--- config.mk ---
export PLATFORM = sky130hd
export DESIGN_NAME = rgb_float_quantize
export DESIGN_NICKNAME = d
export VERILOG_FILES = /design/src/rtl/rgb_fmt_pkg.sv /design/src/rtl/float_unorm_quant.sv /design/src/rtl/rgb_float_quantize.sv
export SDC_FILE = /design/constraint.sdc
export NUM_CORES = 1
export LEC_CHECK = 0
export ABC_CLOCK_PERIOD_IN_PS = 5600
export CAP_MARGIN = 20
export CORE_MARGIN = 2
export CORE_UTILIZATION = 51
export DETAILED_ROUTE_END_ITERATION = 12
export MAX_ROUTING_LAYER = met4
export PLACE_DENSITY = 0.81
export RECOVER_POWER = 50
export SLEW_MARGIN = 20
export SYNTH_ARGS = -nofsm -noshare
export SYNTH_HDL_FRONTEND = slang
export SYNTH_SLANG_ARGS = --single-unit
export TNS_END_PERCENT = 1
--- constraint.sdc ---
create_clock -name clk_in -period 5.6 [get_ports clk_in]
set_input_delay 0.84 -clock clk_in [delete_from_list [all_inputs] [get_ports clk_in]]
set_output_delay 0.84 -clock clk_in [all_outputs]
set_load 0.02 [all_outputs]
--- src/rtl/rgb_fmt_pkg.sv ---
// Shared definitions for the float-to-unorm pixel formatter: quantisation
// modes, IEEE-754 single-precision field layout and the 2x2 ordered-dither
// matrix, plus the per-pixel bias helper used by the top level.
package rgb_fmt_pkg;

    typedef enum logic [1:0] {
        Q_TRUNC  = 2'd0,
        Q_ROUND  = 2'd1,
        Q_DITHER = 2'd2
    } quant_mode_t;

    // Single-precision float layout.
    localparam int FP_W        = 32;
    localparam int FP_EXP_W    = 8;
    localparam int FP_MAN_W    = 23;
    localparam int FP_EXP_BIAS = 127;

    // Guard bits kept below the output LSB while adding the bias. Ten bits
    // hold the 1/2 and 1/4 step biases exactly and keep enough of the
    // mantissa that truncation below them never moves a code boundary the
    // bias could reach.
    localparam int BIAS_FRAC_W = 10;

    // Bayer 2x2 levels (in quarters of an LSB), packed two bits per entry.
    // Entry index is {y[0], x[0]}: 00 -> 0, 01 -> 2, 10 -> 3, 11 -> 1.
    localparam logic [7:0] BAYER_2X2 = {2'd1, 2'd3, 2'd2, 2'd0};

    // Half an output LSB expressed in guard-bit units.
    localparam logic [BIAS_FRAC_W-1:0] ROUND_BIAS = BIAS_FRAC_W'(1 << (BIAS_FRAC_W - 1));

    // Bias added to the scaled value before flooring, in guard-bit units.
    // Mode 3 is not a defined mode and falls through to truncate.
    function automatic logic [BIAS_FRAC_W-1:0] quant_bias(
        input logic [1:0] mode,
        input logic       x_lsb,
        input logic       y_lsb
    );
        logic [1:0]             level;
        logic [BIAS_FRAC_W-1:0] bias;
        level = BAYER_2X2[{y_lsb, x_lsb, 1'b0} +: 2];
        bias  = '0;
        case (mode)
            Q_ROUND:  bias = ROUND_BIAS;
            Q_DITHER: bias = {level, {(BIAS_FRAC_W - 2){1'b0}}};
            default:  bias = '0;
        endcase
        return bias;
    endfunction

endpackage

--- src/rtl/float_unorm_quant.sv ---
// One colour channel of the formatter: classifies a single-precision float,
// aligns it to an unsigned fixed-point fraction, adds the quantisation bias
// and clamps to OUT_BITS. Three register stages, all advancing on ce so the
// channel stays in lockstep with the valid/sideband pipe in the top level.
module float_unorm_quant
    import rgb_fmt_pkg::*;
#(
    parameter int OUT_BITS = 4
) (
    input  logic                   clk_in,
    input  logic                   rst_in,
    input  logic                   ce,
    input  logic [FP_W-1:0]        f_val,
    input  logic [BIAS_FRAC_W-1:0] bias,
    output logic [OUT_BITS-1:0]    code,
    output logic                   sat
);

    // Fraction of v kept after alignment: OUT_BITS code bits plus guard bits.
    localparam int FRAC_W = OUT_BITS + BIAS_FRAC_W;

    // Exponent of 1.0; anything at or above this clamps high.
    localparam logic [FP_EXP_W-1:0] EXP_ONE = FP_EXP_W'(FP_EXP_BIAS);
    // Smallest exponent whose leading one still lands inside the fraction.
    localparam logic [FP_EXP_W-1:0] EXP_MIN = FP_EXP_W'(FP_EXP_BIAS - FRAC_W);
    // Right shift of {1,mantissa} is SHIFT_BASE - exp. FRAC_W never exceeds
    // the 23 mantissa bits, so for exp < 127 this is always a right shift.
    localparam logic [FP_EXP_W-1:0] SHIFT_BASE = FP_EXP_W'(FP_EXP_BIAS + FP_MAN_W - FRAC_W);

    logic                  sign_f;
    logic [FP_EXP_W-1:0]   exp_f;
    logic [FP_MAN_W-1:0]   man_f;
    logic                  is_nan;
    logic [FP_MAN_W:0]     mant;
    logic [FP_EXP_W-1:0]   rshift_c;
    logic [FRAC_W-1:0]     frac_c;
    logic                  force_sat_c;

    logic [FRAC_W-1:0]     frac_s1;
    logic                  force_sat_s1;

    logic [FRAC_W:0]       sum_c;
    logic [OUT_BITS-1:0]   int_c;
    logic                  sat_c;

    logic [OUT_BITS-1:0]   int_s2;
    logic                  sat_s2;

    assign sign_f = f_val[FP_W-1];
    assign exp_f  = f_val[FP_W-2 -: FP_EXP_W];
    assign man_f  = f_val[FP_MAN_W-1:0];
    assign is_nan = (exp_f == '1) && (man_f != '0);
    assign mant   = {1'b1, man_f};

    // Classify the float and align its significand into the fixed-point fraction.
    always_comb begin
        frac_c      = '0;
        force_sat_c = 1'b0;
        rshift_c    = SHIFT_BASE - exp_f;
        if (sign_f || is_nan || (exp_f == '0)) begin
            frac_c = '0;
        end else if (exp_f >= EXP_ONE) begin
            force_sat_c = 1'b1;
        end else if (exp_f >= EXP_MIN) begin
            frac_c = FRAC_W'(mant >> rshift_c);
        end
    end

    // Stage 1: aligned fraction and the "already at or above 1.0" flag.
    always_ff @(posedge clk_in or posedge rst_in) begin
        if (rst_in) begin
            frac_s1      <= '0;
            force_sat_s1 <= 1'b0;
        end else if (ce) begin
            frac_s1      <= frac_c;
            force_sat_s1 <= force_sat_c;
        end
    end

    // Add the bias; a carry out of the fraction means the clamp must engage.
    always_comb begin
        sum_c = {1'b0, frac_s1} + (FRAC_W + 1)'(bias);
        int_c = OUT_BITS'(sum_c >> BIAS_FRAC_W);
        sat_c = force_sat_s1 | sum_c[FRAC_W];
    end

    // Stage 2: floored code and saturate flag.
    always_ff @(posedge clk_in or posedge rst_in) begin
        if (rst_in) begin
            int_s2 <= '0;
            sat_s2 <= 1'b0;
        end else if (ce) begin
            int_s2 <= int_c;
            sat_s2 <= sat_c;
        end
    end

    // Stage 3: clamp to full scale and register the channel outputs.
    always_ff @(posedge clk_in or posedge rst_in) begin
        if (rst_in) begin
            code <= '0;
            sat  <= 1'b0;
        end else if (ce) begin
            code <= sat_s2 ? '1 : int_s2;
            sat  <= sat_s2;
        end
    end

endmodule

--- src/rtl/rgb_float_quantize.sv ---
// Float colour to unorm pixel formatter. NUM_CH channels are quantised in
// parallel by float_unorm_quant instances; this level carries valid, x, y,
// visible and mode alongside them, applies valid/ready backpressure as a
// whole-pipe clock enable and counts pixels that clamped high.
module rgb_float_quantize
    import rgb_fmt_pkg::*;
#(
    parameter int NUM_CH    = 3,
    parameter int OUT_BITS  = 4,
    parameter int X_W       = 11,
    parameter int Y_W       = 10,
    parameter int SAT_CNT_W = 16
) (
    input  logic                       clk_in,
    input  logic                       rst_in,
    input  logic [NUM_CH*32-1:0]       ch_in,
    input  logic [X_W-1:0]             x_in,
    input  logic [Y_W-1:0]             y_in,
    input  logic                       visible_in,
    input  logic [1:0]                 mode_in,
    input  logic                       valid_in,
    output logic                       ready_out,
    output logic [NUM_CH*OUT_BITS-1:0] ch_out,
    output logic [X_W-1:0]             x_out,
    output logic [Y_W-1:0]             y_out,
    output logic                       visible_out,
    output logic                       valid_out,
    input  logic                       ready_in,
    input  logic                       sat_clr,
    output logic [SAT_CNT_W-1:0]       sat_count
);

    logic                   ce;

    logic                   valid_s1;
    logic [X_W-1:0]         x_s1;
    logic [Y_W-1:0]         y_s1;
    logic                   visible_s1;
    logic [1:0]             mode_s1;

    logic                   valid_s2;
    logic [X_W-1:0]         x_s2;
    logic [Y_W-1:0]         y_s2;
    logic                   visible_s2;

    logic [BIAS_FRAC_W-1:0] bias_s1;
    logic [NUM_CH-1:0]      ch_sat;
    logic                   pixel_sat;
    logic                   count_evt;

    // The pipe only stalls when a finished pixel is waiting on the consumer,
    // so ready_out never depends on valid_in.
    assign ce        = !valid_out || ready_in;
    assign ready_out = ce;

    // Bias is chosen from the pixel's own mode and coordinates one stage in,
    // so it meets the channel data exactly where the bias is added.
    assign bias_s1 = quant_bias(mode_s1, x_s1[0], y_s1[0]);

    // Valid and sideband pipe, advancing in step with the channel datapaths.
    always_ff @(posedge clk_in or posedge rst_in) begin
        if (rst_in) begin
            valid_s1    <= 1'b0;
            x_s1        <= '0;
            y_s1        <= '0;
            visible_s1  <= 1'b0;
            mode_s1     <= Q_TRUNC;
            valid_s2    <= 1'b0;
            x_s2        <= '0;
            y_s2        <= '0;
            visible_s2  <= 1'b0;
            valid_out   <= 1'b0;
            x_out       <= '0;
            y_out       <= '0;
            visible_out <= 1'b0;
        end else if (ce) begin
            valid_s1    <= valid_in;
            x_s1        <= x_in;
            y_s1        <= y_in;
            visible_s1  <= visible_in;
            mode_s1     <= mode_in;
            valid_s2    <= valid_s1;
            x_s2        <= x_s1;
            y_s2        <= y_s1;
            visible_s2  <= visible_s1;
            valid_out   <= valid_s2;
            x_out       <= x_s2;
            y_out       <= y_s2;
            visible_out <= visible_s2;
        end
    end

    // One quantiser per colour channel; channel 0 lives in the low bits.
    for (genvar i = 0; i < NUM_CH; i++) begin : g_ch
        float_unorm_quant #(
            .OUT_BITS (OUT_BITS)
        ) u_quant (
            .clk_in (clk_in),
            .rst_in (rst_in),
            .ce     (ce),
            .f_val  (ch_in[i*32 +: 32]),
            .bias   (bias_s1),
            .code   (ch_out[i*OUT_BITS +: OUT_BITS]),
            .sat    (ch_sat[i])
        );
    end

    assign pixel_sat = |ch_sat;
    assign count_evt = valid_out && ready_in && pixel_sat;

    // Saturated-pixel counter: counts on hand-off, sticks at full scale,
    // and a clear wins over a same-cycle count.
    always_ff @(posedge clk_in or posedge rst_in) begin
        if (rst_in) begin
            sat_count <= '0;
        end else if (sat_clr) begin
            sat_count <= '0;
        end else if (count_evt && (sat_count != '1)) begin
            sat_count <= sat_count + 1'b1;
        end
    end

endmodule

==> impl_results.md <==
- Result of the run: finished with violations
- Failing checks: capacitance limit, slew limit
- Fraction of post-synthesis cell area in the top cell type by area: a little over two fifths
- Number of failing setup endpoints in the final timing report: 0
- Final number of hold-violating endpoints: 0
- Syn Nets: 1,033
- Fraction of layout cells with a size suffix above 1: 6.641%
- Global routing usage on met1: between 30% and 40%
- Diode insertion count for antenna repair: 0
- Congestion Overflow GR: 0
- Total power per unit cell area: between 300 and 400 nW/um2
- Overall track demand over capacity in global routing: 23.74%
- Arrival time of data at the critical path endpoint: 3.47 ns
- Register-to-Register Path Depth: 5
- Horizontal extent of the die: 128.4 um
- Prevailing post-synth register cell: sky130_fd_sc_hd__dfrtp_1
- Maximum operating frequency: 231.9 MHz
- Fraction of the cycle the final worst path needs: 77.01%
- Cells taking the most area after synthesis: sky130_fd_sc_hd__dfrtp_1 44%, sky130_fd_sc_hd__nand2_1 14%, sky130_fd_sc_hd__mux4_2 6.6%
- Initial core utilization: 52.10%
- Setup skew after layout: 0.007383 ns
- Max Root-Sink Buffers: 2
- Cell leakage power: about 4.7 nW
- Total wire length after detailed routing: 18.45 mm
- Share of async-settable or async-resettable flops after synthesis: 100.0%
- Min-Delay Path Depth: 2
- Total negative slack for setup checks: 0 ns
- #FFs+latches synth: between 100 and 150
- Area delta synth->final: 31.46%
- Worst setup timing slack at the placement stage: roughly 1.3 ns
- Most numerous cell types in the synthesized netlist: 298 x sky130_fd_sc_hd__nand2_1, 138 x sky130_fd_sc_hd__dfrtp_1, 53 x sky130_fd_sc_hd__o21ai_0
- Antenna violations before repair: 0
- Total I/O pin count: between 150 and 200
- Worst setup SP type: input pin
- Worst-case setup margin in the final layout: 1.288 ns
- Final hold slack: 0.4578 ns
- Vias per cell: 5.610
- H-tree Lvls: 4
- Required time worst endpoint: 4.76 ns
- Wire length of the first global-routing pass: 30.78 mm
- XOR/XNOR share of the synthesized area: 4.075%
- Library cell with the largest summed area after synthesis: sky130_fd_sc_hd__dfrtp_1
- Chip height: 128.4 um
- Buffers inserted by post-CTS timing repair: 0
- Total cell area at the placement stage: slightly below 10,000 um2
- DR WL/cell: 14.86 um
- Clk Latency, worst-skew pair: 0.41 ns
- Mean area per synthesized cell: 8.867 um2
- Setup repair after global routing missed its margin: false
- Summed instance area of the synthesized netlist: 7891 um2
- Area occupied by multi-input gates: 4188 um2
- Number of distinct standard cells referenced by the synthesized netlist: slightly above 60
- Count of antenna-violating nets left after detailed routing: 0
- Clock tree sinks: 138
- Compound-gate portion of the synthesized area: 13.02%
- Clock-pin slew of the registers on the worst-case setup and hold paths: 0.06 ns
- Rel. slew slack: -126.9%
- Yosys warning total: 0
- Top Usage Layer GRT: met2
- Global placer's final weighted congestion: 0.9080
- Total via count in the routed design: 6,967
- Path type of the worst min-delay path: reg -> reg
- Category of the most critical setup path: in -> out
- Post-CTS Hold Buffers: 0
- Critical path endpoint category: primary output
- Net total in the final layout: approximately 1,200
- Rows: 45
- Simple logic cell fraction of the synthesized area: 23.91%
- CTS tree: built
- Largest family of logic cells by synthesized area: simple AND/OR/NAND/NOR gates
- Total DRC errors in the routed layout: 0
- Core Box Area: 15,150 um2
- Vias in the first global route: between 6,000 and 7,000
- Max-slew violations: 207
- Met3 usage: 3.909%
- Number of detailed-routing iterations run before antenna repair: 5
- Number of enable flip-flop cells after synthesis: 0
- Slew at the pin closest to its max-slew limit: 3.399 ns
- Max-cap violation count: 3
- Design area: between 10,000 and 15,000 um2
- Floorplan die area: 16,480 um2
- Synthesized-area fraction occupied by adder cells: around 2.9%
- Met2 usage: 37.42%
- Number of CTS-inserted buffers: 17
- IO Port Bufs: 176
- Critical path peak fanout: 21
- Number of fill cells: between 1,000 and 1,500
- Pin count of the biggest net entering global routing: 114
- Largest vdd supply drop: 193.1 uV
- Iteration-0 DRC count of the detailed router: 655
- Total power: 3.641 mW
- Mux cell area share after synthesis: 9.212%
- Number of instances in the synthesized netlist: just under 900
- Buffer type at the clock tree root: sky130_fd_sc_hd__clkbuf_16
- Most numerous cell in the Yosys netlist: sky130_fd_sc_hd__nand2_1
- Post-synthesis sequential area ratio: 43.76%
- Number of gates given a new drive strength after cts: 0
- Hpwl dp: 12.78 mm
- Total area of sequential cells: 3453 um2
- Post-layout min period: 4.312 ns
## state kept, by name, indices dropped and copies added, names as in the netlist, 11 cells and up
register / count
x_s1: 11
g_ch.u_quant.code: 12
g_ch.u_quant.frac_s1: 18
sat_count: 16
x_out: 11
x_s2: 11
g_ch.u_quant.int_s2: 12
## stage by stage
step / utilization, % / cells
floorplan: - / 890
global placement: 64.37 / 1210
detailed placement: 64.37 / 1210
CTS: 68.59 / 1242
global route: 68.49 / 1242
finish: 68.49 / 1242
## cells in the final DEF, fill, tap and decap left out, types with 16 or more instances in the layout
cell	count
sky130_fd_sc_hd__clkbuf_16	17
sky130_fd_sc_hd__a21oi_1	30
sky130_fd_sc_hd__nor4_1	16
sky130_fd_sc_hd__nor2_1	39
sky130_fd_sc_hd__nand3_1	19
sky130_fd_sc_hd__clkdlybuf4s50_1	127
sky130_fd_sc_hd__nand2_1	298
sky130_fd_sc_hd__mux4_2	23
sky130_fd_sc_hd__o21ai_0	53
sky130_fd_sc_hd__dfrtp_1	138
sky130_fd_sc_hd__xor2_1	20
sky130_fd_sc_hd__dlygate4sd3_1	49
sky130_fd_sc_hd__ha_1	18
## cell families (layout without fill, tap and decap cells)
family                   count (synthesis)  after routing
AND/OR/NAND/NOR                        438            438
AO/OA/AOI/OAI                          156            156
flip-flops                             138            138
buffers and inverters                   62            226
multiplexers                            43             43
XOR/XNOR                                35             35
adder cells (fa/ha/maj)                 18             18
## layer usage
layer / wire length, um / up-vias
li1: - / 3420
met1: 8086 / 3257
met2: 8925 / 256
met3: 1016 / 34
met4: 427 / 0
met5: 0 / -
## final timing paths
kind | start | endpoint | slack [ns]
max in group asynchronous | rst_in | x_s2[1] | 1.58
max | ready_in | ready_out | 1.29
min in group asynchronous | rst_in | visible_s2 | 2.01
max reg2reg | valid_out | g_ch[1].u_quant.int_s2[0] | 2.13
min reg2reg | y_out[5] | y_out[5] | 0.46
min | y_out[5] | y_out[5] | 0.46
## critical path, cell delays in order
cell                              delay (ns)
sky130_fd_sc_hd__dlygate4sd3_1          0.57
sky130_fd_sc_hd__nor2b_1                1.19
sky130_fd_sc_hd__clkinv_1               0.25
sky130_fd_sc_hd__clkdlybuf4s50_1        0.61
## area by class of cell
type	instances	share of cell area, %
multi-input cells	690	40.37
clock buffers	18	4.137
clock inverters	14	2.026
repair buffers	181	17.44
flip-flops and latches	138	33.29
inverters	13	0.4704
well taps	188	2.268
## power breakdown
| group | switching (mW) | internal (mW) |
|---|---|---|
| logic | 0.611 | 0.454 |
| clock network | 0.443 | 0.758 |
| registers | 0.137 | 1.24 |
(Power assumes the default switching activity.)
